**config.mk**
```make
export PLATFORM = sky130hd
export DESIGN_NAME = gen2_cmd_rx_flat
export DESIGN_NICKNAME = d
export VERILOG_FILES = /design/src/rtl/gen2_cmd_rx_if.sv /design/src/rtl/gen2_cmd_rx.sv /design/src/flat_wrapper.sv
export SDC_FILE = /design/constraint.sdc
export NUM_CORES = 1
export LEC_CHECK = 0
export CAP_MARGIN = 20
export CORE_MARGIN = 5
export CORE_UTILIZATION = 58
export CTS_CLUSTER_SIZE = 30
export DETAILED_ROUTE_END_ITERATION = 10
export PLACE_DENSITY = 0.84
export SYNTH_ARGS = -nofsm -noshare
export SYNTH_HDL_FRONTEND = slang
export SYNTH_SLANG_ARGS = --single-unit
```
**constraint.sdc**
```tcl
create_clock -name clk -period 6.4 [get_ports clk]
set_clock_uncertainty 0.05 [all_clocks]
set_input_delay 1.6 -clock clk [delete_from_list [all_inputs] [get_ports clk]]
set_output_delay 1.6 -clock clk [all_outputs]
set_load 0.02 [all_outputs]
```
**src/rtl/gen2_cmd_rx_if.sv**
```systemverilog
// Bit-decoder to command-receiver bus: decoded bit stream in, classified command out.
interface gen2_cmd_rx_if;
  logic       frame_start;
  logic       bit_valid;
  logic       bit_in;
  logic       busy;
  logic       query_valid;
  logic       crc_err;
  logic       qrep_valid;
  logic       qadj_valid;
  logic       unknown_cmd;
  logic       dr;
  logic       trext;
  logic       target;
  logic [1:0] m;
  logic [1:0] sel;
  logic [1:0] session;
  logic [3:0] q;
  logic [2:0] updn;
  logic [4:0] crc;

  modport master (
    output frame_start, bit_valid, bit_in,
    input  busy, query_valid, crc_err, qrep_valid, qadj_valid, unknown_cmd,
    input  dr, trext, target, m, sel, session, q, updn, crc
  );

  modport slave (
    input  frame_start, bit_valid, bit_in,
    output busy, query_valid, crc_err, qrep_valid, qadj_valid, unknown_cmd,
    output dr, trext, target, m, sel, session, q, updn, crc
  );
endinterface

```
**src/rtl/gen2_cmd_rx.sv**
```systemverilog
// Tag-side bit-serial receiver for Query / QueryRep / QueryAdjust with in-line CRC5.
module gen2_cmd_rx #(
  parameter logic [4:0] CRC_PRESET  = 5'b01001,
  parameter logic [4:0] CRC_RESIDUE = 5'b00000
) (
  input  logic         clk,
  input  logic         reset_n,
  gen2_cmd_rx_if.slave bus
);

  localparam int unsigned CNT_W    = 5;
  localparam int unsigned SHADOW_W = 13;
  localparam logic [CNT_W-1:0] CNT_OP2      = 5'd1;
  localparam logic [CNT_W-1:0] CNT_OP4      = 5'd3;
  localparam logic [CNT_W-1:0] CNT_QREP     = 5'd3;
  localparam logic [CNT_W-1:0] CNT_QADJ     = 5'd8;
  localparam logic [CNT_W-1:0] CNT_QDATA    = 5'd17;
  localparam logic [CNT_W-1:0] CNT_QUERY    = 5'd21;

  // One CRC5 shift, polynomial x^5+x^3+1
  function automatic logic [4:0] crc5_step(input logic [4:0] c, input logic b);
    logic f;
    f = b ^ c[4];
    return {c[3], c[2] ^ f, c[1], c[0], f};
  endfunction

  // The opcode is only known to be Query after 4 bits, so its CRC contribution is applied at once
  localparam logic [4:0] CRC_AFTER_OP =
    crc5_step(crc5_step(crc5_step(crc5_step(CRC_PRESET, 1'b1), 1'b0), 1'b0), 1'b0);

  typedef enum logic [2:0] {S_IDLE, S_CMD, S_QUERY, S_QREP, S_QADJ, S_DONE} state_e;

  state_e              state_q, state_d;
  logic [CNT_W-1:0]    cnt_q, cnt_d;
  logic [4:0]          crc_q, crc_d;
  logic [SHADOW_W-1:0] shadow_q, shadow_d;
  logic [SHADOW_W-1:0] shift_c;
  logic busy_q, busy_d;
  logic query_valid_q, query_valid_d;
  logic crc_err_q, crc_err_d;
  logic qrep_valid_q, qrep_valid_d;
  logic qadj_valid_q, qadj_valid_d;
  logic unknown_cmd_q, unknown_cmd_d;
  logic dr_q, dr_d, trext_q, trext_d, target_q, target_d;
  logic [1:0] m_q, m_d, sel_q, sel_d, session_q, session_d;
  logic [3:0] q_q, q_d;
  logic [2:0] updn_q, updn_d;

  assign shift_c = {shadow_q[SHADOW_W-2:0], bus.bit_in};

  // Next-state, field capture and result pulses
  always_comb begin
    state_d       = state_q;
    cnt_d         = cnt_q;
    crc_d         = crc_q;
    shadow_d      = shadow_q;
    query_valid_d = 1'b0;
    crc_err_d     = 1'b0;
    qrep_valid_d  = 1'b0;
    qadj_valid_d  = 1'b0;
    unknown_cmd_d = 1'b0;
    dr_d          = dr_q;
    trext_d       = trext_q;
    target_d      = target_q;
    m_d           = m_q;
    sel_d         = sel_q;
    session_d     = session_q;
    q_d           = q_q;
    updn_d        = updn_q;

    if (bus.frame_start) begin
      state_d = S_CMD;
      cnt_d   = '0;
      crc_d   = CRC_PRESET;
    end else if (bus.bit_valid) begin
      case (state_q)
        S_CMD: begin
          cnt_d    = cnt_q + 5'd1;
          shadow_d = shift_c;
          if (cnt_q == CNT_OP2) begin
            if (shift_c[1:0] == 2'b00) begin
              state_d = S_QREP;
            end else if (shift_c[1:0] != 2'b10) begin
              unknown_cmd_d = 1'b1;
              state_d       = S_DONE;
            end
          end else if (cnt_q == CNT_OP4) begin
            case (shift_c[1:0])
              2'b00: begin
                state_d = S_QUERY;
                crc_d   = CRC_AFTER_OP;
              end
              2'b01: state_d = S_QADJ;
              default: begin
                unknown_cmd_d = 1'b1;
                state_d       = S_DONE;
              end
            endcase
          end
        end
        S_QUERY: begin
          cnt_d = cnt_q + 5'd1;
          crc_d = crc5_step(crc_q, bus.bit_in);
          if (cnt_q < CNT_QDATA) begin
            shadow_d = shift_c;
          end
          if (cnt_q == CNT_QUERY) begin
            state_d = S_DONE;
            if (crc_d == CRC_RESIDUE) begin
              query_valid_d = 1'b1;
              dr_d          = shadow_q[12];
              m_d           = shadow_q[11:10];
              trext_d       = shadow_q[9];
              sel_d         = shadow_q[8:7];
              session_d     = shadow_q[6:5];
              target_d      = shadow_q[4];
              q_d           = shadow_q[3:0];
            end else begin
              crc_err_d = 1'b1;
            end
          end
        end
        S_QREP: begin
          cnt_d    = cnt_q + 5'd1;
          shadow_d = shift_c;
          if (cnt_q == CNT_QREP) begin
            qrep_valid_d = 1'b1;
            session_d    = shift_c[1:0];
            state_d      = S_DONE;
          end
        end
        S_QADJ: begin
          cnt_d    = cnt_q + 5'd1;
          shadow_d = shift_c;
          if (cnt_q == CNT_QADJ) begin
            qadj_valid_d = 1'b1;
            session_d    = shift_c[4:3];
            updn_d       = shift_c[2:0];
            state_d      = S_DONE;
          end
        end
        default: ;
      endcase
    end

    busy_d = (state_d == S_CMD) || (state_d == S_QUERY) ||
             (state_d == S_QREP) || (state_d == S_QADJ);
  end

  // State and output registers with synchronous reset
  always_ff @(posedge clk) begin
    if (!reset_n) begin
      state_q       <= S_IDLE;
      cnt_q         <= '0;
      crc_q         <= CRC_PRESET;
      shadow_q      <= '0;
      busy_q        <= 1'b0;
      query_valid_q <= 1'b0;
      crc_err_q     <= 1'b0;
      qrep_valid_q  <= 1'b0;
      qadj_valid_q  <= 1'b0;
      unknown_cmd_q <= 1'b0;
      dr_q          <= 1'b0;
      trext_q       <= 1'b0;
      target_q      <= 1'b0;
      m_q           <= '0;
      sel_q         <= '0;
      session_q     <= '0;
      q_q           <= '0;
      updn_q        <= '0;
    end else begin
      state_q       <= state_d;
      cnt_q         <= cnt_d;
      crc_q         <= crc_d;
      shadow_q      <= shadow_d;
      busy_q        <= busy_d;
      query_valid_q <= query_valid_d;
      crc_err_q     <= crc_err_d;
      qrep_valid_q  <= qrep_valid_d;
      qadj_valid_q  <= qadj_valid_d;
      unknown_cmd_q <= unknown_cmd_d;
      dr_q          <= dr_d;
      trext_q       <= trext_d;
      target_q      <= target_d;
      m_q           <= m_d;
      sel_q         <= sel_d;
      session_q     <= session_d;
      q_q           <= q_d;
      updn_q        <= updn_d;
    end
  end

  assign bus.busy        = busy_q;
  assign bus.query_valid = query_valid_q;
  assign bus.crc_err     = crc_err_q;
  assign bus.qrep_valid  = qrep_valid_q;
  assign bus.qadj_valid  = qadj_valid_q;
  assign bus.unknown_cmd = unknown_cmd_q;
  assign bus.dr          = dr_q;
  assign bus.trext       = trext_q;
  assign bus.target      = target_q;
  assign bus.m           = m_q;
  assign bus.sel         = sel_q;
  assign bus.session     = session_q;
  assign bus.q           = q_q;
  assign bus.updn        = updn_q;
  assign bus.crc         = crc_q;

endmodule

```
**src/flat_wrapper.sv**
```systemverilog
// flat-port wrapper written by rule: the top's interface ports become plain ports
module gen2_cmd_rx_flat 
#(
  parameter logic [4:0] CRC_PRESET  = 5'b01001,
  parameter logic [4:0] CRC_RESIDUE = 5'b00000
)
  (clk, reset_n, bus_frame_start, bus_bit_valid, bus_bit_in, bus_busy, bus_query_valid, bus_crc_err, bus_qrep_valid, bus_qadj_valid, bus_unknown_cmd, bus_dr, bus_trext, bus_target, bus_m, bus_sel, bus_session, bus_q, bus_updn, bus_crc);
  gen2_cmd_rx_if bus_i ();
  input  logic clk;
  input  logic reset_n;
  input wire logic [$bits(bus_i.frame_start)-1:0] bus_frame_start;
  input wire logic [$bits(bus_i.bit_valid)-1:0] bus_bit_valid;
  input wire logic [$bits(bus_i.bit_in)-1:0] bus_bit_in;
  output wire logic [$bits(bus_i.busy)-1:0] bus_busy;
  output wire logic [$bits(bus_i.query_valid)-1:0] bus_query_valid;
  output wire logic [$bits(bus_i.crc_err)-1:0] bus_crc_err;
  output wire logic [$bits(bus_i.qrep_valid)-1:0] bus_qrep_valid;
  output wire logic [$bits(bus_i.qadj_valid)-1:0] bus_qadj_valid;
  output wire logic [$bits(bus_i.unknown_cmd)-1:0] bus_unknown_cmd;
  output wire logic [$bits(bus_i.dr)-1:0] bus_dr;
  output wire logic [$bits(bus_i.trext)-1:0] bus_trext;
  output wire logic [$bits(bus_i.target)-1:0] bus_target;
  output wire logic [$bits(bus_i.m)-1:0] bus_m;
  output wire logic [$bits(bus_i.sel)-1:0] bus_sel;
  output wire logic [$bits(bus_i.session)-1:0] bus_session;
  output wire logic [$bits(bus_i.q)-1:0] bus_q;
  output wire logic [$bits(bus_i.updn)-1:0] bus_updn;
  output wire logic [$bits(bus_i.crc)-1:0] bus_crc;
  assign bus_i.frame_start = bus_frame_start;
  assign bus_i.bit_valid = bus_bit_valid;
  assign bus_i.bit_in = bus_bit_in;
  assign bus_busy = bus_i.busy;
  assign bus_query_valid = bus_i.query_valid;
  assign bus_crc_err = bus_i.crc_err;
  assign bus_qrep_valid = bus_i.qrep_valid;
  assign bus_qadj_valid = bus_i.qadj_valid;
  assign bus_unknown_cmd = bus_i.unknown_cmd;
  assign bus_dr = bus_i.dr;
  assign bus_trext = bus_i.trext;
  assign bus_target = bus_i.target;
  assign bus_m = bus_i.m;
  assign bus_sel = bus_i.sel;
  assign bus_session = bus_i.session;
  assign bus_q = bus_i.q;
  assign bus_updn = bus_i.updn;
  assign bus_crc = bus_i.crc;
  gen2_cmd_rx #(.CRC_PRESET(CRC_PRESET), .CRC_RESIDUE(CRC_RESIDUE)) u_core (.clk(clk), .reset_n(reset_n), .bus(bus_i));
endmodule
```
==> summary.txt <==
Root Buffer -> clkbuf_8
Initial antenna violation count -> 0
Max_slew headroom -> 34.28%
Status -> complete, no violations
Setup repair after global routing missed its margin -> false
Area of the core -> 3661 um2
Fmax -> 288.4 MHz
Most used cell, CP -> nand2_1
CP peak stage delay -> 0.57 ns
Cell family with most CP delay -> simple AND/OR/NAND/NOR gates
Inserted Diodes -> 0
First-pass GRT wire length -> 8.045 mm
Syn_nets -> 270
Wire per inst -> 14.02 um
WP data arrival -> 3.63 ns
Slowest cell on crit path -> nor3_2
Slew Limit Fails -> 0
Cells along the critical path -> clkdlybuf4s50_1 -> xnor2_1 -> nand2_1 -> nor3_2 -> nand2_1 -> a21oi_1
Worst vdd ir -> 0.0001695 V
PwrDens -> 196.5 nW/um2
Final worst-path cycle share -> 54.18%
Total negative setup slack -> 0 ns
Iteration count of the initial detailed-routing pass -> 5
Clk sinks -> 48
Largest net degree at the start of global routing -> 32
Worst min path class -> flop to flop
Post-cts hold buffer count -> 0
Dpl cells -> 325
Worst-path clk slew -> 0.09 ns
Buffers on Ports -> 31
Yosys cell types -> 51
Synthesized cell area -> 2206 um2
Initial core utilization -> 60.25%
Clock Path Buffers -> 2
Final min period -> 3.468 ns
Syn Inst Count -> 262
Cts repair resizes -> 0
Crit. Startpoint -> bus_bit_in
Static leakage -> 0.8593 nW
FILL cells -> 308
Post-CTS setup buffer count -> 0
Area Growth Syn to Fin -> 16.56%
Overall Global Routing Usage -> 19.21%
TritonCTS buffer count -> 5
Final Setup Violations -> 0
Final Non-Filler Cells -> 332
DR DRC count -> 0
Post-synth EDFFs -> 0
Clk_lat worst skew -> 0.30 ns
Final net count -> 292
Avg Cell Area, Syn -> 8.419 um2
Flop and latch count out of synthesis -> 48
I/O pin cnt -> 32
Die height -> 71.67 um
Bufs and invs on worst path -> 1
YS warnings -> 0
Rows -> 22
ANT nets after route -> 0
Sequential element share of the synthesized area -> 43.56%
Hold Vio Cnt, Final -> 0
Vias in the first global route -> 1,720
Die area -> 5137 um2
Hpwl dp -> 3.329 mm
Layout cells sized above 1 -> 7.394%
Via count -> 1,908
Synth Flop Type -> dfxtp_1
Hold Startpoint -> u_core.bus.q[3]$_SDFFE_PN0P_
Gpl congestion -> 0.8864
R2R Path Start -> u_core.cnt_q[0]$_SDFFE_PP0P_
CP Data Required Time -> 6.56 ns
1st-iter DRT viols -> 182
Crit Path Max Fanout -> 11
Worst Max-Slew Pin Slew -> 0.9827 ns
H-tree Lvls -> 2
Die Wd -> 71.67 um
CP startpoint kind -> input pin
Setup CP Type -> input pin to flop
TritonCTS clock tree -> yes
Post-Route Hold Slack -> 0.4064 ns
Final Util -> 70.23%
Ys async rst share -> 0%
CP endpoint kind -> flop
DR vias/cell -> 5.747
Final WL -> 4.655 mm
MaxCap Viol Count -> 0
Grt ovf -> 0
-- sequential cells by signal, indices dropped and copies added (netlist names), 3 cells and up --
name	flops
u_core.bus.q	4
u_core.bus.updn	3
u_core.cnt_q	5
u_core.shadow_q	13
u_core.bus.crc	5
u_core.state_q	3
-- layer usage --
layer,part of all wire [%],vias up,global-route usage (%)
li1,-,958,-
met1,49,872,27.33
met2,43,72,28.98
met3,6.7,6,4.348
met4,1.2,0,5.637
met5,0,-,0
-- worst min-delay path, cell delays in order (launching register included) --
cell,delay [ns]
dfxtp_1,0.31
nand2_1,0.05
a21oi_1,0.05
-- final timing paths --
path              depth (start not counted)                           end  slack [ns]
hold / removal                            2  u_core.bus.q[3]$_SDFFE_PN0P_        0.41
setup reg to reg                          6  u_core.bus.q[0]$_SDFFE_PN0P_        3.92
setup / recovery                          6  u_core.bus.q[0]$_SDFFE_PN0P_        2.93
hold reg to reg                           2  u_core.bus.q[3]$_SDFFE_PN0P_        0.41
-- kinds of logic (layout without fill, tap and decap cells) --
logic type                 after synthesis  in the layout  share of synthesized area, %
adders and majority gates                3              3                         1.702
muxes                                    6              6                         3.006
and+or+nand+nor                        119            119                         28.64
AOI/OAI and AO/OA                       57             57                         15.43
DFF                                     48             48                         43.56
xor gates and xnor gates                 6              6                         2.383
buffers and inverters                   23             45                         5.275
-- power by group --
part,internal [W],leakage [nW],total (W),switching (W)
clock,0.0000741,0.0400,0.000172,0.0000977
sequential,0.000300,0.387,0.000303,0.00000310
combinational,0.0000124,0.432,0.0000307,0.0000184
total,0.000386,0.859,0.000505,0.000119
-- synthesized netlist by cell type (2+ instances only) --
cell / instances / area [um2]
inv_1: 5 / 18.77
nand4_1: 2 / 12.51
nor3_1: 5 / 25.02
nor3b_1: 2 / 15.01
xor2_1: 3 / 26.28
xnor2_1: 3 / 26.28
a21oi_1: 22 / 110.1
nor2_1: 21 / 78.83
mux2i_1: 4 / 40.04
o22a_1: 3 / 26.28
ha_1: 3 / 37.54
or4_1: 2 / 15.01
o21ai_0: 19 / 95.09
dfxtp_1: 48 / 960.9
nand4b_1: 2 / 17.52
buf_6: 3 / 33.78
nand2b_1: 6 / 37.54
nand4bb_1: 2 / 22.52
buf_2: 2 / 10.01
nand3_1: 15 / 75.07
clkbuf_1: 10 / 37.54
o211ai_1: 2 / 15.01
nor2b_1: 3 / 18.77
nand2_1: 45 / 168.9
o22ai_1: 2 / 12.51
nor4_1: 3 / 18.77
-- layout make-up --
| type | instances | area, um2 | area share, % |
|---|---|---|---|
| Timing Repair Buffer | 32 | 317.8 | 12.36 |
| Multi-Input combinational cell | 191 | 1129 | 43.89 |
| Clock buffer | 5 | 68.82 | 2.676 |
| Sequential cell | 48 | 960.9 | 37.37 |
| Clock inverter | 2 | 12.51 | 0.4866 |
| Inverter | 6 | 22.52 | 0.8759 |
| Tap cell | 48 | 60.06 | 2.336 |
-- layout by cell type (no fill, tap or decap), types with 2 or more instances in the layout --
cell type         n
nand2b_1          6
a21oi_1          22
inv_1             5
nor3_1            5
xnor2_1           3
nand2_1          45
or4_1             2
o22ai_1           2
nand4bb_1         2
ha_1              3
nor4_1            3
mux2i_1           4
clkbuf_8          5
nor2_1           21
o21ai_0          19
nand4b_1          2
nor2b_1           3
nand3_1          15
clkdlybuf4s50_1  31
o211ai_1          2
nand4_1           2
nor3b_1           2
dfxtp_1          48
o22a_1            3
xor2_1            3
-- metrics by stage --
stage | area (um2) | setup slack (ns) | total power (W)
CTS | 2571 | 2.976 | 0.0005059
global route | 2571 | 2.697 | 0.0005247
detailed placement | 2490 | 2.673 | 0.0003403
finish | 2571 | 2.932 | 0.0005054
floorplan | 2206 | 3.344 | 0.0003316
global placement | 2490 | 2.806 | 0.0003396
Power figures use the tool's default switching activity.
